$ cat src/rtl/soc_ctrl_pll_reconfig_seq.sv
// soc_ctrl_pll_reconfig_seq
// Sequences safe reprogramming of one PLL-fed clock domain: gate the domain
// clock, assert the domain reset, program the PLL dividers, wait for a stable
// lock (bounded by a timeout), ungate the clock, then release the reset.
// After arst_i the same machine runs the power-on bring-up with the default
// dividers (WAIT_LOCK -> ENABLE -> RELEASE).
//
// Optional build macro: SOC_CTRL_PLL_SEQ_LOCK_STAT_EN
//   When defined, lock_cycles_o reports how many cycles the last successful
//   sequence spent in WAIT_LOCK (saturating at 16'hFFFF).
//
// Request handshake: a request transfers on the rising clk_i edge where
// req_valid_i && req_ready_o are both high. req_ready_o is a register that is
// high only while the machine sits in IDLE. The requester keeps req_valid_i
// and the dividers stable until that edge, so a request made while busy waits
// and is never dropped.
//
// All outputs except state_o are registers loaded from the next state, so each
// value is seen in the same cycle as the state it belongs to. state_o exposes
// the current FSM state for debug.
module soc_ctrl_pll_reconfig_seq #(
    parameter int unsigned REF_DIV_BW   = 4,
    parameter int unsigned FB_DIV_BW    = 12,
    parameter int unsigned DEF_REF_DIV  = 1,
    parameter int unsigned DEF_FB_DIV   = 1,
    parameter int unsigned GATE_CYCLES  = 8,
    parameter int unsigned LOCK_IGNORE  = 4,
    parameter int unsigned LOCK_STABLE  = 16,
    parameter int unsigned LOCK_TIMEOUT = 4096,
    parameter int unsigned RST_DELAY    = 100
) (
    input  logic                  clk_i,
    input  logic                  arst_i,
    input  logic                  req_valid_i,
    output logic                  req_ready_o,
    input  logic [REF_DIV_BW-1:0] req_ref_div_i,
    input  logic [FB_DIV_BW-1:0]  req_fb_div_i,
    output logic [REF_DIV_BW-1:0] pll_ref_div_o,
    output logic [FB_DIV_BW-1:0]  pll_fb_div_o,
    input  logic                  pll_locked_i,
    output logic                  dom_clk_en_o,
    output logic                  dom_arst_n_o,
    output logic                  busy_o,
    output logic                  done_o,
    output logic                  err_o,
    input  logic                  err_clr_i,
`ifdef SOC_CTRL_PLL_SEQ_LOCK_STAT_EN
    output logic [15:0]           lock_cycles_o,
`endif
    output logic [2:0]            state_o
);

    typedef enum logic [2:0] {
        S_IDLE      = 3'd0,
        S_GATE      = 3'd1,
        S_RESET     = 3'd2,
        S_PROGRAM   = 3'd3,
        S_WAIT_LOCK = 3'd4,
        S_ENABLE    = 3'd5,
        S_RELEASE   = 3'd6,
        S_FAIL      = 3'd7
    } state_t;

    // One counter serves both GATE and ENABLE; size it for the longer of the two.
    localparam int unsigned SEQ_MAX = (GATE_CYCLES > RST_DELAY) ? GATE_CYCLES : RST_DELAY;
    localparam int unsigned SEQ_W   = $clog2(SEQ_MAX + 1);
    localparam int unsigned WAIT_W  = $clog2(LOCK_TIMEOUT + 1);
    localparam int unsigned STAB_W  = $clog2(LOCK_STABLE + 1);

    localparam logic [SEQ_W-1:0]  GATE_LAST  = SEQ_W'(GATE_CYCLES - 1);
    localparam logic [SEQ_W-1:0]  DELAY_LAST = SEQ_W'(RST_DELAY - 1);
    localparam logic [WAIT_W-1:0] WAIT_LAST  = WAIT_W'(LOCK_TIMEOUT - 1);
    localparam logic [STAB_W-1:0] STAB_LAST  = STAB_W'(LOCK_STABLE - 1);

    state_t state_q;
    state_t state_d;

    logic [SEQ_W-1:0]      seq_cnt_q;
    logic [WAIT_W-1:0]     wait_cnt_q;
    logic [STAB_W-1:0]     stable_q;
    logic [REF_DIV_BW-1:0] cap_ref_q;
    logic [FB_DIV_BW-1:0]  cap_fb_q;

    logic accept;
    logic div_illegal;
    logic ignore_done;
    logic lock_hit;
    logic timeout_hit;
    logic stay;

    logic                  clk_en_d;
    logic                  arst_n_d;
    logic [REF_DIV_BW-1:0] ref_div_d;
    logic [FB_DIV_BW-1:0]  fb_div_d;
    logic                  ready_d;
    logic                  busy_d;
    logic                  done_d;
    logic                  err_d;

    assign accept      = (state_q == S_IDLE) && req_valid_i && req_ready_o;
    assign div_illegal = (req_ref_div_i == '0) || (req_fb_div_i == '0);
    assign ignore_done = (32'(wait_cnt_q) >= LOCK_IGNORE);
    // The cycle that brings the run of locked cycles up to LOCK_STABLE ends the wait.
    assign lock_hit    = ignore_done && pll_locked_i && (stable_q == STAB_LAST);
    assign timeout_hit = (wait_cnt_q == WAIT_LAST);
    assign stay        = (state_d == state_q);
    assign state_o     = state_q;

    // State register; reset lands in WAIT_LOCK to run the power-on bring-up.
    always_ff @(posedge clk_i or posedge arst_i) begin
        if (arst_i) begin
            state_q <= S_WAIT_LOCK;
        end else begin
            state_q <= state_d;
        end
    end

    // Next-state logic; a lock on the last timeout cycle still counts as success.
    always_comb begin
        state_d = state_q;
        case (state_q)
            S_IDLE:      if (accept && !div_illegal) state_d = S_GATE;
            S_GATE:      if (seq_cnt_q == GATE_LAST) state_d = S_RESET;
            S_RESET:     state_d = S_PROGRAM;
            S_PROGRAM:   state_d = S_WAIT_LOCK;
            S_WAIT_LOCK: begin
                if (lock_hit) begin
                    state_d = S_ENABLE;
                end else if (timeout_hit) begin
                    state_d = S_FAIL;
                end
            end
            S_ENABLE:    if (seq_cnt_q == DELAY_LAST) state_d = S_RELEASE;
            S_RELEASE:   state_d = S_IDLE;
            S_FAIL:      state_d = S_IDLE;
            default:     state_d = S_IDLE;
        endcase
    end

    // Output values for the next cycle; IDLE keeps whatever the domain last had.
    always_comb begin
        clk_en_d  = dom_clk_en_o;
        arst_n_d  = dom_arst_n_o;
        ref_div_d = pll_ref_div_o;
        fb_div_d  = pll_fb_div_o;
        case (state_d)
            S_GATE: begin
                clk_en_d = 1'b0;
            end
            S_RESET, S_PROGRAM, S_WAIT_LOCK, S_FAIL: begin
                clk_en_d = 1'b0;
                arst_n_d = 1'b0;
            end
            S_ENABLE: begin
                clk_en_d = 1'b1;
                arst_n_d = 1'b0;
            end
            S_RELEASE: begin
                clk_en_d = 1'b1;
                arst_n_d = 1'b1;
            end
            default: begin
            end
        endcase
        if (state_q == S_PROGRAM) begin
            ref_div_d = cap_ref_q;
            fb_div_d  = cap_fb_q;
        end
        ready_d = (state_d == S_IDLE);
        busy_d  = (state_d != S_IDLE);
        done_d  = (state_d == S_RELEASE);
        // A new error outranks a clear arriving in the same cycle.
        err_d   = err_o;
        if ((state_d == S_FAIL) || (accept && div_illegal)) begin
            err_d = 1'b1;
        end else if (err_clr_i) begin
            err_d = 1'b0;
        end
    end

    // Registered outputs.
    always_ff @(posedge clk_i or posedge arst_i) begin
        if (arst_i) begin
            req_ready_o   <= 1'b0;
            pll_ref_div_o <= REF_DIV_BW'(DEF_REF_DIV);
            pll_fb_div_o  <= FB_DIV_BW'(DEF_FB_DIV);
            dom_clk_en_o  <= 1'b0;
            dom_arst_n_o  <= 1'b0;
            busy_o        <= 1'b1;
            done_o        <= 1'b0;
            err_o         <= 1'b0;
        end else begin
            req_ready_o   <= ready_d;
            pll_ref_div_o <= ref_div_d;
            pll_fb_div_o  <= fb_div_d;
            dom_clk_en_o  <= clk_en_d;
            dom_arst_n_o  <= arst_n_d;
            busy_o        <= busy_d;
            done_o        <= done_d;
            err_o         <= err_d;
        end
    end

    // Sequencing counters; each restarts from 0 whenever its state is entered.
    always_ff @(posedge clk_i or posedge arst_i) begin
        if (arst_i) begin
            seq_cnt_q  <= '0;
            wait_cnt_q <= '0;
            stable_q   <= '0;
        end else begin
            if (((state_q == S_GATE) || (state_q == S_ENABLE)) && stay) begin
                seq_cnt_q <= seq_cnt_q + SEQ_W'(1);
            end else begin
                seq_cnt_q <= '0;
            end
            if ((state_q == S_WAIT_LOCK) && stay) begin
                wait_cnt_q <= wait_cnt_q + WAIT_W'(1);
                if (ignore_done) begin
                    stable_q <= pll_locked_i ? (stable_q + STAB_W'(1)) : '0;
                end
            end else begin
                wait_cnt_q <= '0;
                stable_q   <= '0;
            end
        end
    end

    // Hold the dividers of an accepted legal request until PROGRAM applies them.
    always_ff @(posedge clk_i or posedge arst_i) begin
        if (arst_i) begin
            cap_ref_q <= REF_DIV_BW'(DEF_REF_DIV);
            cap_fb_q  <= FB_DIV_BW'(DEF_FB_DIV);
        end else if (accept && !div_illegal) begin
            cap_ref_q <= req_ref_div_i;
            cap_fb_q  <= req_fb_div_i;
        end
    end

`ifdef SOC_CTRL_PLL_SEQ_LOCK_STAT_EN
    logic [31:0] lock_len;

    // Cycles spent in WAIT_LOCK including the cycle that found the lock.
    assign lock_len = 32'(wait_cnt_q) + 32'd1;

    // Lock-time statistic, captured on the transition into ENABLE.
    always_ff @(posedge clk_i or posedge arst_i) begin
        if (arst_i) begin
            lock_cycles_o <= 16'h0000;
        end else if ((state_q == S_WAIT_LOCK) && (state_d == S_ENABLE)) begin
            lock_cycles_o <= (lock_len > 32'h0000_FFFF) ? 16'hFFFF : lock_len[15:0];
        end
    end
`endif

endmodule
$ cat config.mk
export PLATFORM = sky130hd
export DESIGN_NAME = soc_ctrl_pll_reconfig_seq
export DESIGN_NICKNAME = d
export VERILOG_FILES = /design/src/rtl/soc_ctrl_pll_reconfig_seq.sv
export SDC_FILE = /design/constraint.sdc
export NUM_CORES = 1
export LEC_CHECK = 0
export ABC_AREA = 1
export CAP_MARGIN = 10
export CORE_UTILIZATION = 47
export CTS_CLUSTER_DIAMETER = 50
export DETAILED_ROUTE_END_ITERATION = 8
export PLACE_DENSITY = 0.69
export SETUP_SLACK_MARGIN = 0.02
export SLEW_MARGIN = 15
export SYNTH_ARGS = -nofsm -noshare
export SYNTH_HDL_FRONTEND = slang
export SYNTH_SLANG_ARGS = --single-unit
$ cat constraint.sdc
create_clock -name clk_i -period 2.6 [get_ports clk_i]
set_clock_uncertainty 0.1 [all_clocks]
set_input_delay 0.39 -clock clk_i [delete_from_list [all_inputs] [get_ports clk_i]]
set_output_delay 0.39 -clock clk_i [all_outputs]
set_load 0.02 [all_outputs]
==> results.ini, run 1 <==
[drt]
wl_per_cell_um=12.1
detail_route.first_pass.iterations=4
drc=0
drt_iter0_markers=164
wirelength_um=6080
via_count=2435
ant_nets=0
via_per_inst=4.85

[layout]
final_cell_mix=nand2_1, dfrtp_1, inv_1
antennaDiodeCount=0
finalNetCount=446
fillers=590
layout-drive-gt1-share_pct=9.41
area_delta_synth_final_pct=25.3
mostFrequentLayoutCell=nand2_1

[synth]
synthesis.nets=392
syn_area_sq_um=3070
synthCells=366
ys_seq_elements=66
synth.distinct_cells=29
synth_seq_area_share_pct=54.0
yosys_warnings=0
synth_area_per_cell_sq_um=8.40

[power]
p_leak_uw=0.00191
power.density_nw_per_um2=640
p_total_uw=2460
ir_worst_vdd_mv=0.537

[run_status]
status=completed

[worst_setup_path]
crit_fanout=10
critPathMaxStageDelay_ns=0.39
crit_family=simple AND/OR/NAND/NOR gates
worst-setup-path-type=reg2reg
crit_chain=ha_1, nand2_1, nor2_1, nand2_1, nor2_1, nor2_1, nand2_2, nand2_2, nand4_4, buf_4, nand2_2, nor3b_1
crit_arrival_ns=2.28
critPathBufInv=1
cp.required_ns=2.74
critPathLaunchType=flip-flop
slowest_stage=dfrtp_1
worstSetupEndpointType=flip-flop

[floorplanning]
core-area_sq_um=6310
die-area_sq_um=6870
start_util_pct=48.7
fp.dieW_um=82.9
fp.dieH_um=82.9
fp-row-count=29
io_pins=46

[sta]
timing.fmax_mhz=468
worst_pin_slew_ns=0.464
timing.final.crit_share_pct=82.1
tns_ns=0
slew_headroom_pct=69.1
hold_viol=0
period_needed_ns=2.14
drv_slew=0
rsz0062_at_grt=no
setup_viol=0

[placed_design]
gp_congestion=0.829
port_buffers=45
hpwl_um=4440

[global_routing]
grt_pass1_vias=2357
globalRouteTotalUtil_pct=19.5
grt_max_degree=41
antenna_found_initial=0
grt_overflow=0
grt_pass1_wl_um=10700

[clocking]
clock_latency_ns=0.33
htreeDepth=3
clock_path_buffers=2
clk_pin_slew_worst_paths_ns=0.07
cts-buffers-inserted=9
root_buffer=clkbuf_8
cts_sinks=66
ctsResizeCount=0
postCtsHoldBufs=0
postCtsSetupBuffers=0
cts_tree=yes

[min_path]
hp-class=in2async

[job]
maxCapViolCount=0

[area by class of cell]
type	count	area (sq um)	share of cell area, %
sequential	66	1660	43.1
inverter	50	188	4.87
timing repair buffer	51	508	13.2
clock buffer	11	141	3.67
clock inverter	5	77.6	2.01
tap	77	96.3	2.50
multi-input combinational	242	1180	30.7
[stage by stage]
stage	instance area [sq um]	std cells	setup slack (ns)	hold WS [ns]	utilization (%)
finish	3850	502	0.464	0.307	61.0
detailed placement	3630	486	0.315	0.358	57.5
floorplan	3070	366	0.465	0.333	-
CTS	3850	502	0.470	0.315	61.0
global route	3850	502	0.206	0.328	61.0
global placement	3630	486	0.391	0.347	57.5
[power breakdown]
group	switching [uW]	internal, uW	total [uW]
logic	250	155	404
clock network	378	563	942
registers	43.1	1070	1120
[worst min-delay path, cell delays in order]
cell and delay, ns:
clkdlybuf4s50_1 0.41, inv_2 0.08, buf_12 0.22
[metal layers]
| metal | global-route usage (%) | share of wire (%) |
|---|---|---|
| met1 | 26.9 | 49 |
| met2 | 30.6 | 47 |
| met5 | 0 | 0 |
| met3 | 4.87 | 4.5 |
| met4 | 6.11 | 0.18 |
[cell usage after synthesis, drive strengths merged]
library cell / n / share of area [%]
inv: 50 / 6.1
nand2: 114 / 14
o21a: 1 / 0.24
or2: 1 / 0.20
a21oi: 4 / 0.65
nor2: 35 / 4.7
nor4: 3 / 0.81
nand3: 25 / 4.2
clkbuf: 6 / 0.73
xor2: 7 / 2.0
o211ai: 1 / 0.24
nand4: 6 / 1.7
dfrtp: 60 / 49
nor3: 14 / 2.6
ha: 5 / 2.0
buf: 2 / 0.73
xnor2: 2 / 0.57
dfstp: 6 / 5.1
and3: 1 / 0.20
o21ai: 19 / 3.1
nor3b: 4 / 0.98
[worst paths after layout]
| path | to | cells after the start | slack, ns | startpoint |
|---|---|---|---|---|
| max reg2reg | seq_cnt_q[4] | 12 | 0.46 | wait_cnt_q[0] |
| max | seq_cnt_q[4] | 12 | 0.46 | wait_cnt_q[0] |
| min | pll_fb_div_o[10] | 3 | 0.31 | arst_i |
| max in group asynchronous | wait_cnt_q[8] | 3 | 1.76 | arst_i |
| min reg2reg | seq_cnt_q[0] | 1 | 0.36 | seq_cnt_q[0] |
| min in group clk_i | seq_cnt_q[0] | 1 | 0.36 | seq_cnt_q[0] |
[registers in the layout, indices dropped and copies added (netlist names)]
name,cells
wait_cnt_q,13
cap_fb_q,12
pll_fb_div_o,12
seq_cnt_q,7
stable_q,5
cap_ref_q,4
pll_ref_div_o,4
state_o,3
busy_o,1
dom_arst_n_o,1
dom_clk_en_o,1
done_o,1
err_o,1
req_ready_o,1
[cells by family after synthesis]
family | share of synthesized area (%)
xor+xnor | 2.57
fa+ha+maj | 2.04
flops | 54.0
buf+inv | 7.57
simple gates | 29.6
compound gates | 4.23
No activity file was read; power rests on OpenSTA's default activity.
==> run 2, diff against run 1 <==
--- a/config.mk
+++ b/config.mk
@@ -10,7 +10,7 @@
 export CORE_UTILIZATION = 47
 export CTS_CLUSTER_DIAMETER = 50
 export DETAILED_ROUTE_END_ITERATION = 8
-export PLACE_DENSITY = 0.69
+export PLACE_DENSITY = 0.72
 export SETUP_SLACK_MARGIN = 0.02
 export SLEW_MARGIN = 15
 export SYNTH_ARGS = -nofsm -noshare
==> constraint.sdc (replaced) <==
create_clock -name clk_i -period 1.8 [get_ports clk_i]
set_clock_uncertainty 0.1 [all_clocks]
set_input_delay 0.27 -clock clk_i [delete_from_list [all_inputs] [get_ports clk_i]]
set_output_delay 0.27 -clock clk_i [all_outputs]
set_load 0.02 [all_outputs]
==> run 2 against run 1 <==
  * The flow now finishes with violations (setup timing)
  * Worst setup slack got worse by 0.50 ns
  * Fmax is 16% higher
  * Critical endpoint is now stable_q[4]
  * Routed wire length increased by 15%
  * Largest power group unchanged
  * Non-clock buffer count grew 38
  * Critical path depth decreased by 2
  * Flip-flop and latch count stayed put
  * Via count rose by 10%
==> results.ini, run 2 (synthesized netlist as in run 1, its figures left out) <==
[sta]
finalWorstSetupSlack_ns=-0.0374  ; -0.502 ns
timing.final.crit_share_pct=102  ; +20 points
slew_headroom_pct=64.6  ; -4.5 points
worst_pin_slew_ns=0.530  ; +0.0669 ns
rsz0062_at_grt=yes
timing.fmax_mhz=544  ; +16%
period_needed_ns=1.84  ; -0.298 ns
drv_slew=0  ; unchanged
setup_viol=14  ; +14
hold_viol=0  ; unchanged

[layout]
finalNetCount=485  ; +8.7%
largest_reg_flops=13  ; unchanged
mostFrequentLayoutCell=nand2_1
regMostFlops=wait_cnt_q
antennaDiodeCount=0  ; unchanged
area_delta_synth_final_pct=39.9
final_cell_mix=nand2_1, dfrtp_1, inv_1
reg_top3=wait_cnt_q x13, cap_fb_q x12, pll_fb_div_o x12
layout-drive-gt1-share_pct=23.9  ; +15 points

[floorplanning]
fp.dieH_um=82.9  ; unchanged
fp-row-count=29  ; unchanged
io_pins=46  ; unchanged
fp.dieW_um=82.9  ; unchanged
die-area_sq_um=6870  ; unchanged
start_util_pct=48.7  ; unchanged
core-area_sq_um=6310  ; unchanged

[worst_setup_path]
crit_fanout=6  ; -4
worstSetupEndpointType=flip-flop
cp.required_ns=1.98  ; -0.76 ns
crit_arrival_ns=2.01  ; -0.27 ns
critPathLaunchType=flip-flop
worst-setup-path-type=reg2reg

[global_routing]
grt_max_degree=67  ; +63%
grt_pass1_wl_um=11300  ; +5.1%
grt_use_met1_pct=28.2  ; +1.4 points
grt_overflow=0  ; unchanged
grt_use_met3_pct=4.57  ; -0.30 points
busiest_layer=met2
antenna_found_initial=0  ; unchanged
grt_pass1_vias=2524  ; +7.1%
globalRouteTotalUtil_pct=20.5  ; +0.99 points
grtUsageMet2_pct=31.2  ; +0.60 points

[job]
maxCapViolCount=0  ; unchanged

[drt]
wirelength_um=6970  ; +15%
wl_per_cell_um=12.9  ; +6.4%
ant_nets=0  ; unchanged
drt_iter0_markers=177  ; +7.9%
detail_route.first_pass.iterations=4  ; unchanged
drc=0  ; unchanged
via_count=2688  ; +10%
via_per_inst=4.97  ; +2.4%

[clocking]
cts_sinks=66  ; unchanged
cts-buffers-inserted=9  ; unchanged
clock_path_buffers=2  ; unchanged
htreeDepth=3  ; unchanged
clock_latency_ns=0.34  ; about the same
cts_tree=yes
clk_pin_slew_worst_paths_ns=0.08  ; about the same
root_buffer=clkbuf_8
postCtsHoldBufs=0  ; unchanged

[placed_design]
port_buffers=45  ; unchanged
gp_congestion=0.889  ; +7.2%
dp_slack_ns=-0.153  ; -0.468 ns
hpwl_um=4670  ; +5.1%

[run_status]
violations=setup timing
status=complete, but fails checks

[power]
power.density_nw_per_um2=830  ; +30%
ir_worst_vdd_mv=0.596  ; +11%
p_leak_uw=0.00210  ; +9.9%
p_total_uw=3570  ; +45%

[min_path]
hp-class=in2async

==> run 2: changes by cell type in the layout (fill, tap and decap cells not counted), sizes merged <==
| cell | delta |
|---|---|
| dlygate4sd2 | +4 |
| buf | +38 |
| clkinvlp | +3 |
| bufinv | -2 |
| nor2 | +1 |
| clkbuf | -1 |
| clkdlybuf4s50 | -4 |
==> run 2: through the flow <==
| step | std cells | cell area (sq um) | hold WS (ns) | setup TNS, ns | utilization, % |
|---|---|---|---|---|---|
| detailed placement | 522 | 3950 | 0.356 | -2.73 | 62.6 |
| floorplan | 366 | 3110 | 0.281 | 0 | - |
| CTS | 538 | 4180 | 0.267 | -0.292 | 66.2 |
| global placement | 522 | 3950 | 0.353 | -1.27 | 62.6 |
| finish | 541 | 4300 | 0.265 | -0.248 | 68.1 |
| global route | 541 | 4300 | 0.300 | -3.00 | 68.1 |
==> run 2: routing by layer <==
metal | vias up | part of all wire [%]
li1 | 1339 | -
met3 | 13 | 3.4
met1 | 1273 | 47
met2 | 63 | 48
met5 | - | 0
met4 | 0 | 1.7
==> run 2: worst paths after layout <==
check	startpoint	slack, ns	endpoint	cells past startpoint
worst max-delay path	stable_q[0]	-0.04	stable_q[4]	10
min in group clk_i	pll_ref_div_o[0]	0.36	pll_ref_div_o[0]	2
worst min register to register	pll_ref_div_o[0]	0.36	pll_ref_div_o[0]	2
max in group asynchronous	arst_i	1.03	pll_fb_div_o[0]	3
worst max register to register	stable_q[0]	-0.04	stable_q[4]	10
worst min-delay path	arst_i	0.27	cap_ref_q[2]	3
==> run 2: what timing repair did <==
| action | 4_1_cts | 5_1_grt |
|---|---|---|
| cloned | 0 | 1 |
| gates resized for setup | 15 | 24 |
| setup buffers | 0 | 2 |
| endpoints found under the setup margin | 26 | 39 |
| pin swaps | 3 | 10 |
==> run 2: area by class of cell <==
| class | count | area [sq um] |
|---|---|---|
| clock buffer | 10 | 138 |
| fill | 499 | 2010 |
| tap | 77 | 96.3 |
| multi-input combinational | 243 | 1370 |
| clock inverter | 6 | 41.3 |
| inverter | 50 | 191 |
| sequential | 66 | 1660 |
| timing repair buffer | 89 | 808 |
==> run 2: worst max-delay path: stages, from the launching register on <==
cell     delay [ns]
dfrtp_1        0.38
ha_2           0.19
and3_4         0.18
ha_4           0.16
nand3_4        0.08
nand2_4        0.06
nand2_4        0.06
nand4_4        0.14
nor2_4         0.24
nand3_1        0.10
nand2_1        0.07
==> run 2: where the power goes <==
group | internal (uW) | switching, uW
sequential | 1550 | 43.8
clock | 536 | 586
combinational | 374 | 477
==> run 3, diff against run 2 <==
--- a/config.mk
+++ b/config.mk
@@ -10,9 +10,9 @@
 export CORE_UTILIZATION = 47
 export CTS_CLUSTER_DIAMETER = 50
 export DETAILED_ROUTE_END_ITERATION = 8
-export PLACE_DENSITY = 0.72
+export PLACE_DENSITY = 0.69
 export SETUP_SLACK_MARGIN = 0.02
-export SLEW_MARGIN = 15
+export SLEW_MARGIN = 30
 export SYNTH_ARGS = -nofsm -noshare
 export SYNTH_HDL_FRONTEND = slang
 export SYNTH_SLANG_ARGS = --single-unit
==> constraint.sdc (replaced) <==
create_clock -name clk_i -period 1.7 [get_ports clk_i]
set_clock_uncertainty 0.1 [all_clocks]
set_input_delay 0.255 -clock clk_i [delete_from_list [all_inputs] [get_ports clk_i]]
set_output_delay 0.255 -clock clk_i [all_outputs]
set_load 0.02 [all_outputs]
==> run 3 against run 2 <==
  * The flow still finishes with violations (setup timing)
  * Clock power rose by 33%
  * Cell area up 5.9%
  * Core utilization up 4.0 points
  * Die area did not move
  * Clock-buffer cell count did not move
  * Critical path type unchanged
  * Largest cell class unchanged
==> results.ini, run 3 (synthesized netlist as in run 1, its figures left out) <==
[drt]
detail_route.first_pass.iterations=4  ; unchanged
wirelength_um=7500  ; +7.6%
dr_wl_met2_um=3760  ; +13%
via_per_inst=5.00  ; +0.56%
drt_iter0_markers=144  ; -19%
ant_nets=0  ; unchanged
via_count=2768  ; +3.0%
drc=0  ; unchanged
wl_per_cell_um=13.5  ; +5.0%
wl_met1_um=3320  ; +1.4%
routed.top_layer=met4
routed-wl-met3_um=244  ; +2.1%

[clocking]
root_buffer=clkbuf_8
clk_pin_slew_worst_paths_ns=0.08  ; about the same
htreeDepth=3  ; unchanged
cts_sinks=66  ; unchanged
clock_latency_ns=0.35  ; about the same
cts-buffers-inserted=9  ; unchanged
clock_path_buffers=2  ; unchanged
cts_tree=yes

[layout]
final_core_utilization_pct=72.1  ; +4.0 points
area_delta_synth_final_pct=48.2
final_cell_mix=nand2_1, dfrtp_1, buf_4
mostFrequentLayoutCell=nand2_1
antennaDiodeCount=0  ; unchanged
largest_reg_flops=13  ; unchanged
regMostFlops=wait_cnt_q
finalNetCount=498  ; +2.7%
layout-drive-gt1-share_pct=29.4  ; +5.4 points
reg_top3=wait_cnt_q x13, cap_fb_q x12, pll_fb_div_o x12
fillers=493  ; -1.2%
final_area_sq_um=4550  ; +5.9%

[worst_setup_path]
timing.rr.start=stable_q[1]
cp.required_ns=1.89  ; -0.09 ns
crit_chain=ha_2, and3_4, ha_4, nand3_4, nand2_2, nand2_2, nand4_4, nor2_4, nand3_1, nand2_1
reg2reg_slack_ns=-0.17  ; -0.14 ns
crit_top_cell=nand2_2
worst-setup-path-type=reg2reg
crit_arrival_ns=2.06  ; +0.05 ns
critPathLaunchType=flip-flop
reg2regPathDepth=10  ; unchanged
slowest_stage=dfrtp_1
r2r_end=stable_q[3]
crit_family=simple AND/OR/NAND/NOR gates
worstSetupEndpointType=flip-flop
crit_fanout=6  ; unchanged
critPathBufInv=0  ; unchanged
critPathMaxStageDelay_ns=0.39  ; about the same

[floorplanning]
die-area_sq_um=6870  ; unchanged
fp.dieW_um=82.9  ; unchanged
fp-row-count=29  ; unchanged
fp.dieH_um=82.9  ; unchanged
start_util_pct=48.7  ; unchanged
core-area_sq_um=6310  ; unchanged
io_pins=46  ; unchanged

[global_routing]
grt_pass1_vias=2716  ; +7.6%
grt_max_degree=67  ; unchanged
grt_pass1_wl_um=12000  ; +6.5%
grt_overflow=0  ; unchanged
globalRouteTotalUtil_pct=21.9  ; +1.4 points
antenna_found_initial=0  ; unchanged

[run_status]
status=complete, but fails checks
violations=setup timing

[power]
p_total_uw=4190  ; +17%
ir_worst_vdd_mv=0.736  ; +24%
p_leak_uw=0.00243  ; +15%
power.density_nw_per_um2=919  ; +11%

[placed_design]
gp_congestion=0.829  ; -6.8%
hpwl_um=4930  ; +5.5%
port_buffers=45  ; unchanged
place_area_sq_um=4040  ; +2.3%

[sta]
slew_headroom_pct=77.1  ; +13 points
rsz0062_at_grt=yes
finalWorstSetupSlack_ns=-0.174  ; -0.137 ns
hold_viol=0  ; unchanged
period_needed_ns=1.87  ; +0.0369 ns
timing.fmax_mhz=534  ; -2.0%
drv_slew=0  ; unchanged
setup_viol=28  ; +14
timing.final.crit_share_pct=110  ; +8.2 points
worst_pin_slew_ns=0.343  ; -0.187 ns

[job]
maxCapViolCount=0  ; unchanged

[min_path]
hp-class=in2async

-- run 3: metrics by stage --
step,worst slack [ns],cells,setup TNS (ns),hold WS [ns]
after floorplan,-0.0801,366,-0.561,0.266
after global placement,-0.177,532,-4.41,0.352
after detailed placement,-0.229,532,-5.66,0.359
after CTS,-0.179,548,-3.04,0.252
after global routing,-0.258,554,-5.91,0.287
final,-0.174,554,-3.42,0.234
-- run 3: timing repair --
action,4_1_cts,5_1_grt
buffers inserted,0,5
hold endpoints to repair,0,0
hold buffers,0,0
resized for setup,34,48
endpoints found under the setup margin,54,49
cloned,0,1
pin swaps,1,4
-- run 3: final cells by class --
class	instances	area, sq um	share of cell area, %
clock buffers	10	138	3.02
clock inverters	6	90.1	1.98
inverters	50	195	4.29
multi-input cells	243	1450	31.8
flip-flops and latches	66	1660	36.5
well taps	77	96.3	2.12
repair buffers	102	923	20.3
-- run 3: worst max-delay path by stage --
stage / from / end / cells after the start
4_1_cts: stable_q[1] / stable_q[2] / 10
6_report: stable_q[1] / stable_q[3] / 10
2_1_floorplan: stable_q[1] / wait_cnt_q[4] / 11
5_1_grt: stable_q[1] / stable_q[2] / 10
3_5_place_dp: req_fb_div_i[7] / stable_q[2] / 10
3_3_place_gp: req_fb_div_i[7] / stable_q[1] / 10
-- run 3: metal layers --
layer | vias up | track usage, %
li1 | 1361 | -
met1 | 1326 | 28.5
met2 | 65 | 36.0
met3 | 16 | 3.38
met4 | 0 | 10.5
met5 | - | 0
-- run 3: worst register-to-register path: cells and delay by family (launching register included) --
| family | cells | cell delay, ns |
|---|---|---|
| DFF | 1 | 0.39 |
| adders and majority gates | 2 | 0.36 |
| and+or+nand+nor | 8 | 0.97 |
-- run 3: report_power, final --
part           internal (uW)  switching [uW]  leakage [uW]
Sequential              1640            55.0      0.000885
Combinational            425             567       0.00143
Clock                    867             627      0.000112
